[src/rtl/bit_scan_mux.sv]
// bit_scan_mux: latches one IWIDTH-bit glyph word and streams OWIDTH-bit slices
// from it, either one slice (random access) or a wrapping scan of COUNT slices.
//
// Ports:
//   clk, rst_n                clock, synchronous active-low reset
//   in_data/in_mode/in_sel    request word, mode (0 single, 1 scan), start slice
//   in_count                  scan length in beats (0 or >BEATS means BEATS)
//   in_valid/in_ready         request handshake (ready only when idle)
//   out_data/out_idx/out_last slice, its index, final-beat flag
//   out_valid/out_ready       beat handshake
//   busy                      request in progress
module bit_scan_mux #(
   parameter int IWIDTH = 64,
   parameter int OWIDTH = 1,
   parameter int SELW   = $clog2(IWIDTH / OWIDTH)
) (
   input  logic              clk,
   input  logic              rst_n,
   input  logic [IWIDTH-1:0] in_data,
   input  logic              in_mode,
   input  logic [SELW-1:0]   in_sel,
   input  logic [SELW:0]     in_count,
   input  logic              in_valid,
   output logic              in_ready,
   output logic [OWIDTH-1:0] out_data,
   output logic [SELW-1:0]   out_idx,
   output logic              out_last,
   output logic              out_valid,
   input  logic              out_ready,
   output logic              busy
);

   typedef enum logic {
      S_IDLE,
      S_SCAN
   } state_t;

   // BEATS = 2**SELW, expressed in the width of the remaining counter
   localparam logic [SELW:0] BEATS = {1'b1, {SELW{1'b0}}};

   state_t            r_state;
   logic [IWIDTH-1:0] r_word;
   logic [SELW-1:0]   r_ptr;
   logic [SELW:0]     r_rem;
   logic [OWIDTH-1:0] r_data;
   logic              r_last;
   logic              r_valid;
   logic              r_busy;

   logic [SELW:0]     w_req_n;
   logic [SELW-1:0]   w_nptr;
   logic [OWIDTH-1:0] w_in_slice;
   logic [OWIDTH-1:0] w_nx_slice;

   function automatic logic [OWIDTH-1:0] f_slice(
      input logic [IWIDTH-1:0] w,
      input logic [SELW-1:0]   p
   );
      logic [IWIDTH-1:0] s;
      s = w >> (int'(p) * OWIDTH);
      return s[OWIDTH-1:0];
   endfunction

   // in_count[SELW] set means count >= BEATS; together with 0 both
   // select a full scan
   always_comb begin
      w_req_n = in_count;
      if (!in_mode)
         w_req_n = (SELW+1)'(1);
      else if (in_count == '0 || in_count[SELW])
         w_req_n = BEATS;
   end

   // pointer wraps naturally by truncation to SELW bits
   assign w_nptr     = r_ptr + 1'b1;
   assign w_in_slice = f_slice(in_data, in_sel);
   assign w_nx_slice = f_slice(r_word, w_nptr);

   always_ff @(posedge clk) begin
      if (!rst_n) begin
         r_state <= S_IDLE;
         r_word  <= '0;
         r_ptr   <= '0;
         r_rem   <= '0;
         r_data  <= '0;
         r_last  <= 1'b0;
         r_valid <= 1'b0;
         r_busy  <= 1'b0;
      end else begin
         unique case (r_state)
            S_IDLE: begin
               if (in_valid) begin
                  r_state <= S_SCAN;
                  r_word  <= in_data;
                  r_ptr   <= in_sel;
                  r_rem   <= w_req_n;
                  r_data  <= w_in_slice;
                  r_last  <= (w_req_n == (SELW+1)'(1));
                  r_valid <= 1'b1;
                  r_busy  <= 1'b1;
               end
            end
            S_SCAN: begin
               if (out_ready) begin
                  if (r_last) begin
                     r_state <= S_IDLE;
                     r_last  <= 1'b0;
                     r_valid <= 1'b0;
                     r_busy  <= 1'b0;
                  end else begin
                     r_ptr  <= w_nptr;
                     r_rem  <= r_rem - 1'b1;
                     r_data <= w_nx_slice;
                     r_last <= (r_rem == (SELW+1)'(2));
                  end
               end
            end
            default: r_state <= S_IDLE;
         endcase
      end
   end

   assign in_ready  = rst_n && (r_state == S_IDLE);
   assign out_data  = r_data;
   assign out_idx   = r_ptr;
   assign out_last  = r_last;
   assign out_valid = r_valid;
   assign busy      = r_busy;

endmodule
[config.mk]
export PLATFORM = sky130hd
export DESIGN_NAME = bit_scan_mux
export DESIGN_NICKNAME = d
export VERILOG_FILES = /design/src/rtl/bit_scan_mux.sv
export SDC_FILE = /design/constraint.sdc
export NUM_CORES = 1
export LEC_CHECK = 0
export BUFFER_PORTS_ARGS = -buffer_cell sky130_fd_sc_hd__buf_2
export CAP_MARGIN = 20
export CORE_MARGIN = 2
export CORE_UTILIZATION = 50
export CTS_CLUSTER_SIZE = 12
export DETAILED_ROUTE_END_ITERATION = 6
export PLACE_DENSITY = 0.83
export SLEW_MARGIN = 40
export SYNTH_ARGS = -nofsm -noshare
export SYNTH_HDL_FRONTEND = slang
export SYNTH_SLANG_ARGS = --single-unit
[constraint.sdc]
create_clock -name clk -period 2.29 [get_ports clk]
set_input_delay 0.229 -clock clk [delete_from_list [all_inputs] [get_ports clk]]
set_output_delay 0.229 -clock clk [all_outputs]
set_load 0.02 [all_outputs]
### Word level (Yosys, flattened, before mapping)

Cells that the tools add are included.

* shift-type cells: 2
* bitwise gates (word level): 1
* reduce and logical (&&, ||, !) cells: 7
* mux-type cells: 26
* equal/unequal tests: 6
* add/subtract/negate cells: 2

Operators by type and width (count)
* $shr 64x6->1: 2
* $mux 7: 5
* $mux 6: 3
* $pmux 7 s2: 1
* $mux 1: 12
* $pmux 6 s2: 1
* $pmux 1 s2: 4
* $eq 7x1->1 const B: 1
* $eq 7x2->1 const B: 1
* $logic_not 7->1: 1
* $sub 7x1->7 const B: 1
* $add 6x1->6 const B: 1
* $ne 2x2->1 const B: 3
* $reduce_and 3->1: 2
* $reduce_and 2->1: 2
* $ne 2x1->1 const B: 1
* $logic_and 1x1->1: 1
* $logic_or 1x1->1: 1
* $not 1->1: 1

* bits of input ports: 82
* flip-flop bits (word level): 81

### Longest topological paths before layout

* depth in word-level cells: 7
* depth in mapped cells: 10
* gate-level depth less buffers: 7

### Worst setup path after synthesis

No wires, ideal clock.

* kind: reg-to-reg
* start point: reg r_ptr[1] (netlist: out_idx[1])
* end point: reg r_data (netlist: out_data)
* arrival time: 2.163 ns
* required time: 2.163 ns
* cell stages (with the launch flop): 10
* path slack: 0.000 ns
* setup time: 0.127 ns
* period minus slack after synthesis: 2.290 ns
* cells stage by stage: dfxtp_1 -> ha_1 -> buf_4 -> buf_4 -> buf_4 -> a2111oi_0 -> nand4b_1 -> o32ai_1 -> o31ai_1 -> a31oi_1

* cells in the longest elaborated chain, start to end: 5

RTL lines
* start: declaration: line 43 `logic [SELW-1:0] r_ptr;`
* start signal: assignment: line 95 `r_ptr <= in_sel;`
* start signal: assignment: line 111 `r_ptr <= w_nptr;`
* $add 6x1->6: line 75 `assign w_nptr = r_ptr + 1'b1;`
* $shr 64x6->1: line 60 `s = w >> (int'(p) * OWIDTH);`
* $mux 1: line 105 `if (r_last) begin`
* $mux 1: line 104 `if (out_ready) begin`
* $pmux 1 s2: line 90 `unique case (r_state)`
* end signal: assignment: line 97 `r_data <= w_in_slice;`
* end signal: assignment: line 113 `r_data <= w_nx_slice;`
* end: declaration: line 45 `logic [OWIDTH-1:0] r_data;`

Every way passes these cells. The select of a mux whose other input is x is not followed.
A chain may end at the register's enable or synchronous reset.

### Worst setup path in the final report

* start point: reg r_ptr[0] (netlist: out_idx[0])
* end point: reg r_data (netlist: out_data)

Same word-level chain as after synthesis.

==> qor.csv <==
stage,metric,value,unit
status,status,completed,
cts,clk_latency,0.35,ns
drt,routedWlPerCell,17.47,µm
floorplan,dieWidth,100.5,µm
pwr,power.total,0.003689,W
floorplan,dieHeight,100.5,µm
synthesis,synthSimpleGateAreaFrac,20.45,%
synthesis,synthAdderAreaFrac,0.8060,%
job,max-cap-violations,0,
floorplan,ios,93,
synthesis,yosysSeqAreaShare,34.82,%
setup_path,path_class,reg -> reg,
setup_path,arrival,2.41,ns
synthesis,synth_compound_area_share,21.14,%
cts,htree_levels,3,
setup_path,critPathCaptureType,register,
place,place_congestion,0.9279,
synthesis,netlist-cell-type-count,52,
synthesis,synthMuxAreaShare,17.03,%
floorplan,core,9153,µm²
drt,vias_per_cell,6.047,
layout,fin_area,5508,µm²
synthesis,syn-num-nets,628,
synthesis,synth_ff_type,dfxtp_1,
place,io_buffers,92,
synthesis,syn_area,4657,µm²
timing,drv_slew,0,
place,hpwl,9.454,mm
synthesis,synth_edf_count,0,
global_routing,grt_overflow_total,0,
synthesis,yosys.area.top_type_share,34.82,%
pwr,ir_drop,0.4075,mV
timing,min_period,2.177,ns
cts,clock-root-buffer,clkbuf_8,
synthesis,synth_area_leaders,"dfxtp_1, nand2_1, a21boi_0",
global_routing,antenna_found_initial,0,
timing,tightest_slew,0.6673,ns
floorplan,start_util,50.88,%
place,dpl-instance-area,5211,µm²
pwr,switchingPower,0.001045,W
drt,totalWireLength,12.89,mm
drt,drc,0,
pwr,leakage,2.189,nW
pwr,p_comb_share,22.5,%
synthesis,syn_area_per_cell,8.576,µm²
pwr,p_clk_share,34.9,%
cts,cts_buffer_depth,2,
layout,synthToLayoutAreaGrowth,18.27,%
timing,min_period_over_period,95.04,%
synthesis,synth_cells,543,
timing,setup_violations,0,
pwr,swShare,28.32,%
layout,fill_cells,758,
setup_path,critPathMaxFanout,6,
drt,drtPass1Iterations,6,
setup_path,start_kind,register,
timing,max_freq,459.4,MHz
setup_path,worst-path-buf-inv,0,
layout,register_area,1622,µm²
timing,fin_skew,0.01245,ns
setup_path,worstPathRequired,2.52,ns
drt,drt_iter0_markers,322,
layout,final_util,60.18,%
setup_path,critical-path-top-delay-family,multiplexers,
synthesis,synth_top_family_by_area,compound AO/OA/AOI/OAI gates,
layout,multi_input_area,2841,µm²
hold_path,min_path_type,in -> reg,
pwr,seq_power_share,42.6,%
drt,ant_nets,0,
synthesis,ys_ff_latch,81,
global_routing,grt_pass1_wl,20.55,mm
layout,stdcell_count,738,
global_routing,grt_pass1_vias,4219,
place,placed_cells,722,
layout,drive_above_1_share,25.68,%
cts,numCtsBuffers,9,
timing,max_slew_margin,55.46,%
setup_path,slowest_stage,mux4_2,
layout,nets,707,
cts,cts_tree,yes,
synthesis,async_reset_ff_share,0,%
layout,n_antenna_cell,0,
floorplan,rows,35,
global_routing,track_usage,25.85,%
timing,timing.hold.ws,0.1265,ns
global_routing,grt_max_degree,67,
drt,dr_total_vias,4463,
setup_path,cpPeakStageDelay,0.51,ns
pwr,powerDensity,669.7,nW/µm²
synthesis,synth.largest_area_cell,dfxtp_1,
pwr,internal-power,0.002644,W
synthesis,yosysWarnings,0,
floorplan,dieArea,10100,µm²
cts,clkTransAtPathRegs,0.09,ns
cts,numClockSinks,81,
timing,finalHoldViolCount,0,
synthesis,synthXorXnorAreaFrac,0.7254,%
setup_path,crit_chain,ha_4 > mux4_2 > mux2_2 > o2111ai_2 > nor4b_2 > nor3_1 > a31oi_1,
logic make-up (layout without fill, tap and decap cells):
family | count (synthesis) | count (layout)
XOR/XNOR | 3 | 3
buffers and inverters | 52 | 136
adder cells (fa/ha/maj) | 3 | 3
multiplexers | 45 | 45
flip-flops | 81 | 81
AO/OA/AOI/OAI | 139 | 139
AND/OR/NAND/NOR | 220 | 220
cells in the final DEF, fill, tap and decap left out, types with 3 or more instances in the layout:
cell type	instances
nand2_1	150
a21oi_1	12
nor2b_1	9
nand2b_1	3
mux4_2	16
a211oi_1	3
clkbuf_8	10
inv_1	9
a22oi_1	3
nand3_1	10
o22ai_1	6
buf_4	17
bufinv_16	3
and2_1	7
nand4b_1	3
dfxtp_1	81
nor2_1	13
nor3_1	11
or3_1	4
a31oi_1	3
buf_2	92
a21boi_0	69
mux4_1	8
mux2i_1	11
o21ai_0	19
mux2_2	10
Yosys cell counts (2+ instances only):
master,number
a211oi_1,3
mux4_2,16
a21o_1,2
a22oi_1,3
and2_1,7
or3_1,4
nor3_1,11
nand3_1,10
mux2i_1,11
o22ai_1,6
clkbuf_1,25
o211a_1,2
inv_1,9
dfxtp_1,81
nor2_1,14
and3_1,2
o2111ai_1,2
a2111oi_0,3
nand2_1,150
a32oi_1,2
mux2_2,10
nand4b_1,3
a21boi_0,69
buf_1,4
o21ai_0,19
mux4_1,8
buf_2,7
ha_1,3
a311oi_1,2
buf_4,6
xnor2_1,2
a31oi_1,3
a21oi_1,12
nand2b_1,4
nor4_1,2
nor2b_1,10
flip-flops by register name, indices dropped and copies added, names as in the netlist:
register  count
r_word       64
r_rem         7
out_idx       6
busy          1
out_data      1
out_last      1
r_state       1
tightest hold or removal path, cell delays in order:
cell and delay [ns]:
buf_2 0.10, nand2_1 0.04, a21boi_0 0.06
layout make-up:
type / instances / area share [%]
Multi-Input combinational cell: 410 / 51.59
Sequential cell: 81 / 29.44
Timing Repair Buffer: 111 / 11.24
Tap cell: 111 / 2.522
Clock buffer: 10 / 2.499
Clock inverter: 6 / 2.090
Inverter: 9 / 0.6134
path summary, 6_finish.rpt:
check	startpoint	end	slack, ns	depth (start not counted)
worst max-delay path	out_idx[0]	out_data	0.11	7
worst min-delay path	in_data[17]	r_word[17]	0.13	3
worst min register to register	r_word[46]	r_word[46]	0.47	2
worst max register to register	out_idx[0]	out_data	0.11	7
power by group through the flow:
stage          combinational, W  clock, W  sequential, W
6_report               0.000829   0.00129        0.00157
5_1_grt                0.000906   0.00137        0.00158
4_1_cts                0.000806   0.00131        0.00157
3_5_place_dp           0.000789         0        0.00160
3_3_place_gp           0.000759         0        0.00160
2_1_floorplan          0.000538         0        0.00159
through the flow:
step	setup WS [ns]	setup TNS, ns
detailed placement	-0.1532	-0.1532
global route	-0.006443	-0.006443
floorplan	0.00001643	0
CTS	0.07769	0
finish	0.1135	0
global placement	-0.02853	-0.02853
metal layers:
| metal | up-vias | track usage, % | share of wire, % |
|---|---|---|---|
| met5 | - | 0 | 0 |
| met4 | 0 | 9.484 | 3.0 |
| met3 | 39 | 5.132 | 6.7 |
| met2 | 213 | 42.64 | 49 |
| met1 | 2125 | 33.77 | 42 |
| li1 | 2086 | - | - |
timing repair:
item,in CTS,in global routing
pin swaps,0,1
hold buffers,0,0
resized for setup,4,6
setup endpoints to repair,1,1
setup buffers,0,0
No activity file was read; power rests on OpenSTA's default activity.
